<file path="src/rtl/cycler_pkg.sv">
// Shared types and constants for the vector checker: FSM states, the default
// full-adder/logic vector table and field helpers for the default 8-bit layout.
package cycler_pkg;

    typedef enum logic [1:0] {
        StIdle,
        StIssue,
        StWait,
        StDone
    } state_e;

    localparam int unsigned DefaultDepth = 8;
    localparam int unsigned DefaultVecW  = 8;

    // {A,B,cin} -> {sum, carry, and, or, xor}
    function automatic logic [7:0] default_entry(input int unsigned idx);
        logic [7:0] v;
        case (idx)
            0:       v = 8'b000_00_000;
            1:       v = 8'b010_10_011;
            2:       v = 8'b100_10_011;
            3:       v = 8'b110_01_110;
            4:       v = 8'b001_10_000;
            5:       v = 8'b011_01_011;
            6:       v = 8'b101_01_011;
            7:       v = 8'b111_11_110;
            default: v = 8'h00;
        endcase
        return v;
    endfunction

    function automatic logic [2:0] default_stim(input logic [7:0] vec);
        return vec[7:5];
    endfunction

    function automatic logic [4:0] default_exp(input logic [7:0] vec);
        return vec[4:0];
    endfunction

endpackage

</file>
<file path="src/rtl/vector_table.sv">
// DEPTH x VEC_W vector store: one write port, one registered read port.
// Contents survive reset; only the read register is cleared.
module vector_table
  import cycler_pkg::*;
#(
  parameter int unsigned VEC_W     = 8,
  parameter int unsigned DEPTH     = 8,
  parameter int unsigned AW        = 3,
  parameter string       INIT_FILE = ""
) (
  input  logic             clk_i,
  input  logic             rst_ni,
  input  logic             wr_en_i,
  input  logic [AW-1:0]    wr_addr_i,
  input  logic [VEC_W-1:0] wr_data_i,
  input  logic             rd_en_i,
  input  logic [AW-1:0]    rd_addr_i,
  output logic [VEC_W-1:0] rd_data_o
);

  localparam int unsigned ImgW = DEPTH * VEC_W;

  function automatic logic [ImgW-1:0] init_image();
    logic [ImgW-1:0] img;
    img = '0;
    if (INIT_FILE == "" && DEPTH == DefaultDepth && VEC_W == DefaultVecW) begin
      for (int i = 0; i < int'(DEPTH); i++) begin
        img[i*VEC_W +: VEC_W] = VEC_W'(default_entry(i));
      end
    end
    return img;
  endfunction

  // Flat storage so the power-up image can come from a single function.
  logic [ImgW-1:0]  mem_q = init_image();
  logic [VEC_W-1:0] rd_q;

  always_ff @(posedge clk_i) begin
    if (wr_en_i) begin
      mem_q[VEC_W*int'(wr_addr_i) +: VEC_W] <= wr_data_i;
    end
  end

  always_ff @(posedge clk_i or negedge rst_ni) begin
    if (!rst_ni) begin
      rd_q <= '0;
    end else if (rd_en_i) begin
      rd_q <= mem_q[VEC_W*int'(rd_addr_i) +: VEC_W];
    end
  end

  assign rd_data_o = rd_q;

endmodule

</file>
<file path="config.mk">
export PLATFORM = sky130hd
export DESIGN_NAME = vector_table
export DESIGN_NICKNAME = d
export VERILOG_FILES = /design/src/rtl/cycler_pkg.sv /design/src/rtl/vector_table.sv
export SDC_FILE = /design/constraint.sdc
export NUM_CORES = 1
export LEC_CHECK = 0
export CORE_MARGIN = 2
export CORE_UTILIZATION = 52
export DETAILED_ROUTE_END_ITERATION = 12
export PLACE_DENSITY_LB_ADDON = 0.3
export SLEW_MARGIN = 20
export SYNTH_ARGS = -nofsm -noshare
export SYNTH_HDL_FRONTEND = slang
export SYNTH_SLANG_ARGS = --single-unit
</file>
<file path="constraint.sdc">
create_clock -name clk_i -period 1 [get_ports clk_i]
set_clock_uncertainty 0.05 [all_clocks]
set_input_delay 0.15 -clock clk_i [delete_from_list [all_inputs] [get_ports clk_i]]
set_output_delay 0.15 -clock clk_i [all_outputs]
set_load 0.01 [all_outputs]
</file>
# Word level (Yosys, flattened, before mapping)

Cells that the tools add are included.

Output and inout bits: 8
Bits in registers: 72
Bits of input ports: 18
Logic and storage cells: 7

Shift operators: 3
$add $sub $neg: 1
Multiplexer cells: 1

Operators by type and width:

| operator                  | number |
|---|---|
| $bwmux W64                | 1 |
| $shift A8 B34 Y64 const A | 1 |
| $shiftx A64 B7 Y8         | 1 |
| $shiftx A8 B34 Y64        | 1 |
| $neg A6 Y34               | 1 |

# Depth between registers and ports, before layout

Gate-level depths: netlist (run 1).

Word-level depth: 3
Depth in mapped cells: 8

# Worst setup path after synthesis (run 1)

OpenSTA, ideal clock, no wires.

Path type: input-to-reg
Start point: input port wr_addr_i[0]
End point: register mem_q[48], enable pin
Required time: 0.555 ns
Buffers on the path: 2
Stages: 6
Setup slack: -1.346 ns
Setup time: 0.395 ns
Arrival time: 1.902 ns
Cells stage by stage: buf_2 -> inv_1 -> ha_1 -> buf_2 -> nand3b_1 -> nor4_1

RTL lines:

| what                           | RTL line           | text |
|---|---|---|
| start: declaration             | vector_table.sv:14 | `input logic [AW-1:0] wr_addr_i,` |
| end signal: indexed assignment | vector_table.sv:40 | `mem_q[VEC_W*int'(wr_addr_i) +: VEC_W] <= wr_data_i;` |
| end: declaration               | vector_table.sv:35 | `logic [ImgW-1:0] mem_q = init_image();` |

==> impl_metrics.tcl, run 1 <==
set metrics [dict create \
    outcome "complete, but fails checks" \
    violations "negative setup slack" \
    core_um2 6390 \
    ir_drop_uv 1040 \
    syn_avg_cell_area_um2 13.4 \
    n_antenna_cell 0 \
    crit_path_end_kind "flip-flop" \
    rows 29 \
    routed-wl-met3_um 305 \
    drtAntennaViolNets 0 \
    die_h_um 85.7 \
    cpMostUsedCell "ha_4" \
    die_area_um2 7350 \
    clk_pin_slew_ns 0.07 \
    yosysTopAreaCell "edfxtp_1" \
    wl_per_cell_um 19.0 \
    drc 0 \
    seqCellArea_um2 2120 \
    grt_pass1_wl_mm 12.5 \
    pre_cts_ws_ns -1.16 \
    port_buffers 25 \
    arrival_ns 1.29 \
    final_common_cell "edfxtp_1" \
    grt_antenna_before_repair 0 \
    die_x_um 85.7 \
    viasPerCell 5.58 \
    via_count 2310 \
    synth_cells 259 \
    top_level_ports 26 \
    fillCellCount 410 \
    setup_viol 144 \
    gp_congestion 0.897 \
    cts.sinks 72 \
    synth-seq-cells 72 \
    fin_crit_ns 1.31 \
    hold_viol_final 0 \
    yosysWarnings 0 \
    grt.total_usage_pct 23.3 \
    initial_core_util_pct 54.4 \
    drt_wl_total_mm 7.86 \
    required_ns 0.98 \
    fin_crit_sh_pct 131 \
    critPathKind "primary input to flip-flop" \
    synth_area_um2 3470 \
    drtIter0Drc 195 \
    startpoint_type "primary input" \
    drt-met1-wl_mm 3.19 \
    path_cells "buf_8 -> inv_4 -> ha_4 -> ha_4 -> nand2b_4 -> or2_4 -> nor2b_4" \
    synth_top_cell_area_share_pct 55.4 \
    slew_headroom_pct 70.4 \
    drive_gt1_share_pct 40.9 \
    timing.fmax_mhz 763 \
    synth_cell_type_count 33 \
    dp_cells 389 \
    multi_input_area_um2 1520 \
    most-common-layout-cells "edfxtp_1, and2_1, buf_4, mux2i_1, and2_4" \
    hold_path_class "primary input to asynchronous set/reset pin" \
    wl_met2_mm 4.07 \
    ys_seq_area_share_pct 61.1 \
    htree_levels 3 \
    grt_overflow_total 0 \
    synth.area.top_cells "edfxtp_1, and2_1, mux2i_1" \
    regToRegSetupSlack_ns -0.14 \
    cap_violations 0 \
    setup_ws_ns -0.311 \
    crit_fanout 8 \
    syn2layout_area_growth_pct 34.1 \
    synth_nets 280 \
    grt_setup_unrepaired "yes" \
    drv_slew 0 \
    cts_buffers 9 \
    crit_path_top_delay_cell "ha_4" \
    cpPeakStageDelay_ns 0.30 \
    clockBufferDepth 2 \
    grt_max_degree 24 \
    cts_root_buffer "clkbuf_8" \
    cts_tree "done" \
    clk_latency_ns 0.34 \
    first_pass_iters 4 \
    worstMarginPinSlew_ns 0.442 \
    top_layer_used "met4" \
    p_per_area_nw_per_um2 1470 \
    stdcell_count 414 \
    dp_hpwl_mm 5.26 \
    grt_pass1_vias 2402 \
    leakagePower_nw 1.68 \
    layout.nets 353 \
]
worst max-delay path: cells and delay by family:
family        cells  cell delay [ns]
buf+inv           2             0.11
simple gates      3             0.57
fa+ha+maj         2             0.46
cell usage after synthesis, drive strengths merged:
cell,number
buf,11
a22oi,8
and2,57
inv,3
nand3,8
and4b,1
mux2i,24
nor4,3
nor3,3
dfrtp,8
nand2b,5
ha,3
nor3b,1
nand3b,2
a211o,8
nor2b,17
nand2,3
edfxtp,64
a41o,8
or2,1
and3,1
clkbuf,1
nor2,17
and2b,1
or3b,1
report_power, final:
group	switching, mW	leakage [nW]	internal (mW)	total (mW)
Clock	1.05	0.108	1.38	2.43
Combinational	0.500	1.02	0.515	1.01
Sequential	0.0402	0.552	3.39	3.43
Total	1.59	1.68	5.28	6.87
per-stage QoR:
stage	utilization (%)	TNS, ns	power (mW)	hold WS, ns	area (um^2)
CTS	71.6	-30.46	6.82	0.0488	4580
global route	72.9	-35.30	7.09	0.0759	4660
global placement	65.5	-137.06	4.33	0.402	4180
finish	72.9	-30.56	6.87	0.0606	4660
detailed placement	65.5	-141.28	4.36	0.425	4180
floorplan	-	-74.12	3.96	-0.196	3610
state kept, by name (all words and copies together), names as in the netlist:
| signal | count |
|---|---|
| mem_q | 64 |
| rd_data_o | 8 |
final timing paths:
path | from | end | depth (start not counted)
min reg2reg | rd_data_o[3] | rd_data_o[3] | 2
min | rst_ni | rd_data_o[1] | 1
max reg2reg | mem_q[33] | rd_data_o[1] | 3
max | wr_addr_i[1] | mem_q[34] | 7
max in group asynchronous | rst_ni | rd_data_o[2] | 1
min in group clk_i | wr_addr_i[0] | mem_q[60] | 4
final cells by class:
class                      instances  share of cell area, %
sequential                        72                   45.6
clock buffer                       9                   2.66
timing repair buffer              74                   14.8
multi-input combinational        172                   32.7
tap                               77                   2.07
inverter                           3                  0.349
clock inverter                     7                   1.85
cell families after synthesis:
group	Yosys count	share of synthesized area (%)
muxes	24	6.92
DFF	72	61.1
and+or+nand+nor	121	22.1
AOI/OAI and AO/OA	24	6.05
buffers and inverters	15	2.74
adders and majority gates	3	1.08
per-layer routing:
layer | GRT usage [%] | vias to the layer above
li1 | - | 1092
met1 | 27.5 | 1135
met2 | 40.1 | 63
met3 | 4.14 | 20
met4 | 13.1 | 0
met5 | 0 | -
what timing repair did:
item | in CTS | in global routing
hold buffers | 0 | 0
pin swaps | 29 | 28
setup endpoints to repair | 144 | 144
buffers inserted | 8 | 4
gates resized for setup | 93 | 24
Power figures use the tool's default switching activity.
==> inputs of run 2 (changes only) <==
- CORE_UTILIZATION: 52 -> 57
- clock period: 1 -> 1.5 ns (I/O delays scaled with it)
==> impl_metrics.tcl, run 2 (same netlist as run 1, synthesis figures left out) <==
set metrics [dict create \
    drtAntennaViolNets 0 \
    rr_worst_depth 3 \
    grt_overflow_total 0 \
    drt_wl_total_mm 7.35 \
    p_per_area_nw_per_um2 949 \
    core_um2 5920 \
    dp_hpwl_mm 5.26 \
    rows 28 \
    via_count 2229 \
    n_antenna_cell 0 \
    largest_register_ffs 64 \
    clk_latency_ns 0.33 \
    slew_headroom_pct 70.1 \
    grt_setup_unrepaired "no" \
    die_area_um2 6730 \
    multi_input_area_um2 1360 \
    viasPerCell 5.56 \
    fin_util_pct 73.4 \
    crit_fanout 8 \
    gp_congestion 0.855 \
    timing.fmax_mhz 672 \
    crit_path_end_kind "flip-flop" \
    cts_tree "done" \
    p_total_mw 4.12 \
    outcome "complete, no violations" \
    leakagePower_nw 1.52 \
    grt_pass1_wl_mm 11.8 \
    cap_violations 0 \
    drv_slew 0 \
    fillCellCount 399 \
    fin_crit_ns 1.49 \
    startpoint_type "primary input" \
    die_h_um 82.0 \
    hold_path_class "primary input to asynchronous set/reset pin" \
    required_ns 1.73 \
    final_common_cell "edfxtp_1" \
    syn2layout_area_growth_pct 25.1 \
    grt_pass1_vias 2300 \
    hold_viol_final 0 \
    grt_antenna_before_repair 0 \
    cts.sinks 72 \
    grt_max_degree 33 \
    worstMarginPinSlew_ns 0.447 \
    drtIter0Drc 114 \
    top_level_ports 26 \
    regMostFlops "mem_q" \
    hold_ws_ns 0.145 \
    first_pass_iters 6 \
    r2r_start "mem_q[63]" \
    seqCellArea_um2 2120 \
    pre_cts_ws_ns -0.735 \
    drive_gt1_share_pct 25.5 \
    setup_ws_ns 0.0125 \
    ir_drop_uv 678 \
    ctsHoldBuffers 0 \
    clk_pin_slew_ns 0.07 \
    cts_root_buffer "clkbuf_8" \
    fin_crit_sh_pct 99.2 \
    htree_levels 3 \
    critPathKind "primary input to flip-flop" \
    clockBufferDepth 2 \
    grt.total_usage_pct 24.8 \
    setup_viol 0 \
    cts_buffers 9 \
    layout.nets 342 \
    die_x_um 82.0 \
    initial_core_util_pct 58.6 \
    wl_per_cell_um 18.3 \
    most-common-layout-cells "edfxtp_1, and2_1, buf_4, mux2i_1, nor2b_1" \
    drc 0 \
    crit_path_start "rd_addr_i[1]" \
    port_buffers 25 \
    arrival_ns 1.71 \
]
run 2: repair_timing:
action | in CTS | in global routing
setup buffers | 1 | 0
setup endpoints to repair | 142 | 16
gates cloned | 0 | 0
endpoints found under the hold margin | 0 | 0
resized for setup | 20 | 3
pin swaps | 3 | 1
run 2: per-stage QoR:
step / setup TNS [ns] / std cells / cell area (um^2)
global placement: -78.43 / 384 / 4170
floorplan: -20.06 / 259 / 3580
global route: 0 / 401 / 4340
finish: 0 / 401 / 4340
detailed placement: -83.70 / 384 / 4170
CTS: 0 / 401 / 4330
run 2: power by group:
group / leakage (nW) / switching, mW / internal, mW
clock: 0.0822 / 0.682 / 0.581
combinational: 0.889 / 0.290 / 0.286
sequential: 0.552 / 0.0255 / 2.26
run 2: path summary, 6_finish.rpt:
kind,end,slack (ns)
max,rd_data_o[3],0.01
min,rd_data_o[2],0.15
max reg2reg,rd_data_o[7],0.34
min reg2reg,rd_data_o[2],0.55
max in group asynchronous,rd_data_o[5],0.94
min in group clk_i,mem_q[60],0.50
run 2: cell type report:
type / count / share of cell area, %
repair buffers: 63 / 13.5
clock buffers: 9 / 2.85
flip-flops and latches: 72 / 48.8
well taps: 75 / 2.16
multi-input cells: 172 / 31.4
inverters: 3 / 0.317
clock inverters: 7 / 0.893
run 2: worst max-delay path, stage by stage:
cell             delay (ns)
clkdlybuf4s50_1        0.62
buf_4                  0.19
nor2_2                 0.05
buf_12                 0.13
a22oi_1                0.27
a41o_1                 0.22
run 2: routing by layer:
metal | share of wire [%] | GRT usage (%) | wire length (um)
met5 | 0 | 0 | 0
met4 | 3.1 | 13.0 | 226
met1 | 43 | 31.3 | 3180
met2 | 51 | 41.9 | 3740
met3 | 2.7 | 2.97 | 198
==> inputs of run 3 (changes only) <==
- clock period: 1.5 -> 1.85 ns (I/O delays scaled with it)
==> impl_metrics.tcl, run 3 (same netlist as run 1, synthesis figures left out) <==
set metrics [dict create \
    outcome "complete, no violations" \
    cts_tree "done" \
    grt_antenna_before_repair 0 \
    drtAntennaViolNets 0 \
    htree_levels 3 \
    dp_hpwl_mm 5.45 \
    timing.setup.tns_ns 0 \
    most-common-layout-cells "edfxtp_1, and2_1, buf_4, mux2i_1, clkdlybuf4s50_1" \
    wl_per_cell_um 19.6 \
    grt_max_degree 25 \
    hold_viol_final 0 \
    stdcell_count 400 \
    cts_buffers 9 \
    hold_path_class "primary input to asynchronous set/reset pin" \
    ir_drop_uv 461 \
    r2r_end "rd_data_o[4]" \
    startpoint_type "primary input" \
    drive_gt1_share_pct 21.8 \
    final_cell_area_um2 4370 \
    largest_register_ffs 64 \
    drt_wl_total_mm 7.84 \
    syn2layout_area_growth_pct 25.8 \
    leakagePower_nw 1.53 \
    n_antenna_cell 0 \
    regToRegSetupSlack_ns 0.62 \
    initial_core_util_pct 58.6 \
    dp_cells 384 \
    drv_slew 0 \
    die_h_um 82.0 \
    fin_crit_sh_pct 96.2 \
    regMostFlops "mem_q" \
    port_buffers 25 \
    cts.sinks 72 \
    grt_overflow_total 0 \
    rows 28 \
    critPathKind "primary input to flip-flop" \
    drtIter0Drc 172 \
    arrival_ns 1.75 \
    grt_pass1_wl_mm 11.9 \
    via_count 2240 \
    die_x_um 82.0 \
    top_level_ports 26 \
    rr_worst_depth 3 \
    p_per_area_nw_per_um2 863 \
    crit_path_end_kind "flip-flop" \
    grt_pass1_vias 2334 \
    crit_fanout 8 \
    p_total_mw 3.77 \
    core_um2 5920 \
    postPlaceCellArea_um2 4140 \
    viasPerCell 5.60 \
    post_cts_buffers 0 \
    timing.fmax_mhz 562 \
    die_area_um2 6730 \
    fin_crit_ns 1.78 \
    worstMarginPinSlew_ns 0.608 \
    slew_headroom_pct 59.3 \
    first_pass_iters 5 \
    cap_violations 0 \
    required_ns 1.82 \
    cts_root_buffer "clkbuf_8" \
    grt.total_usage_pct 25.6 \
    clockBufferDepth 2 \
    clk_pin_slew_ns 0.07 \
    grt_setup_unrepaired "no" \
    gp_congestion 0.810 \
    drc 0 \
    r2r_start "mem_q[4]" \
    setup_viol 0 \
    clk_latency_ns 0.34 \
    layout.nets 341 \
    final_common_cell "edfxtp_1" \
]
==> run 3: cell count changes in the layout (fill, tap and decap cells not counted), sizes merged <==
cell / delta
dlygate4sd2: -6
dlymetal6s2s: -1
bufinv: +3
clkdlybuf4s50: +9
clkinvlp: -1
clkinv: -2
buf: -3
==> run 3: where the power goes <==
group | internal [mW] | switching, mW
logic | 0.230 | 0.235
clock network | 0.884 | 0.571
registers | 1.83 | 0.0213
total | 2.94 | 0.827
==> run 3: how the worst max path moves through the flow <==
stage,slack (ns),endpoint,cells after the start,from
after floorplan,-0.14,mem_q[48],6,wr_addr_i[0]
after global placement,-0.44,mem_q[36],7,wr_addr_i[1]
after detailed placement,-0.51,mem_q[33],7,wr_addr_i[1]
after CTS,0.06,mem_q[39],6,wr_addr_i[2]
after global routing,0.006,mem_q[33],6,wr_addr_i[2]
final,0.07,mem_q[39],6,wr_addr_i[2]
==> run 3: cell type report <==
type | count | area, um^2
multi-input cells | 172 | 1320
clock inverters | 7 | 110
well taps | 75 | 93.8
clock buffers | 9 | 124
repair buffers | 62 | 583
fillers | 393 | 1550
flip-flops and latches | 72 | 2120
inverters | 3 | 13.8
==> run 3: per-stage QoR <==
stage	worst slack (ns)	hold WS, ns	utilization, %
6_report	0.0702	0.187	73.8
5_1_grt	0.00564	0.200	73.8
4_1_cts	0.0574	0.197	73.8
3_5_place_dp	-0.507	0.533	69.9
3_3_place_gp	-0.440	0.530	69.9
2_1_floorplan	-0.143	-0.0681	-
==> run 3: layer usage <==
| metal | GRT usage (%) | part of all wire, % | vias to the layer above | wire [um] |
|---|---|---|---|---|
| met2 | 41.6 | 51 | 64 | 4030 |
| met5 | 0 | 0 | - | 0 |
| met3 | 5.27 | 4.7 | 12 | 372 |
| met1 | 32.2 | 42 | 1096 | 3260 |
| met4 | 14.0 | 2.2 | 0 | 171 |
| li1 | - | - | 1068 | - |
==> run 3: worst max-delay path, cell delays in order <==
cell             delay [ns]
clkdlybuf4s50_1        0.47
inv_1                  0.09
ha_4                   0.30
nand2b_1               0.09
or2_4                  0.28
nor2b_4                0.24
==> run 3: what timing repair did <==
action                     4_1_cts  5_1_grt
resized for setup                2        0
hold buffers                     0        0
pin swaps                        0        1
setup endpoints to repair      120        2
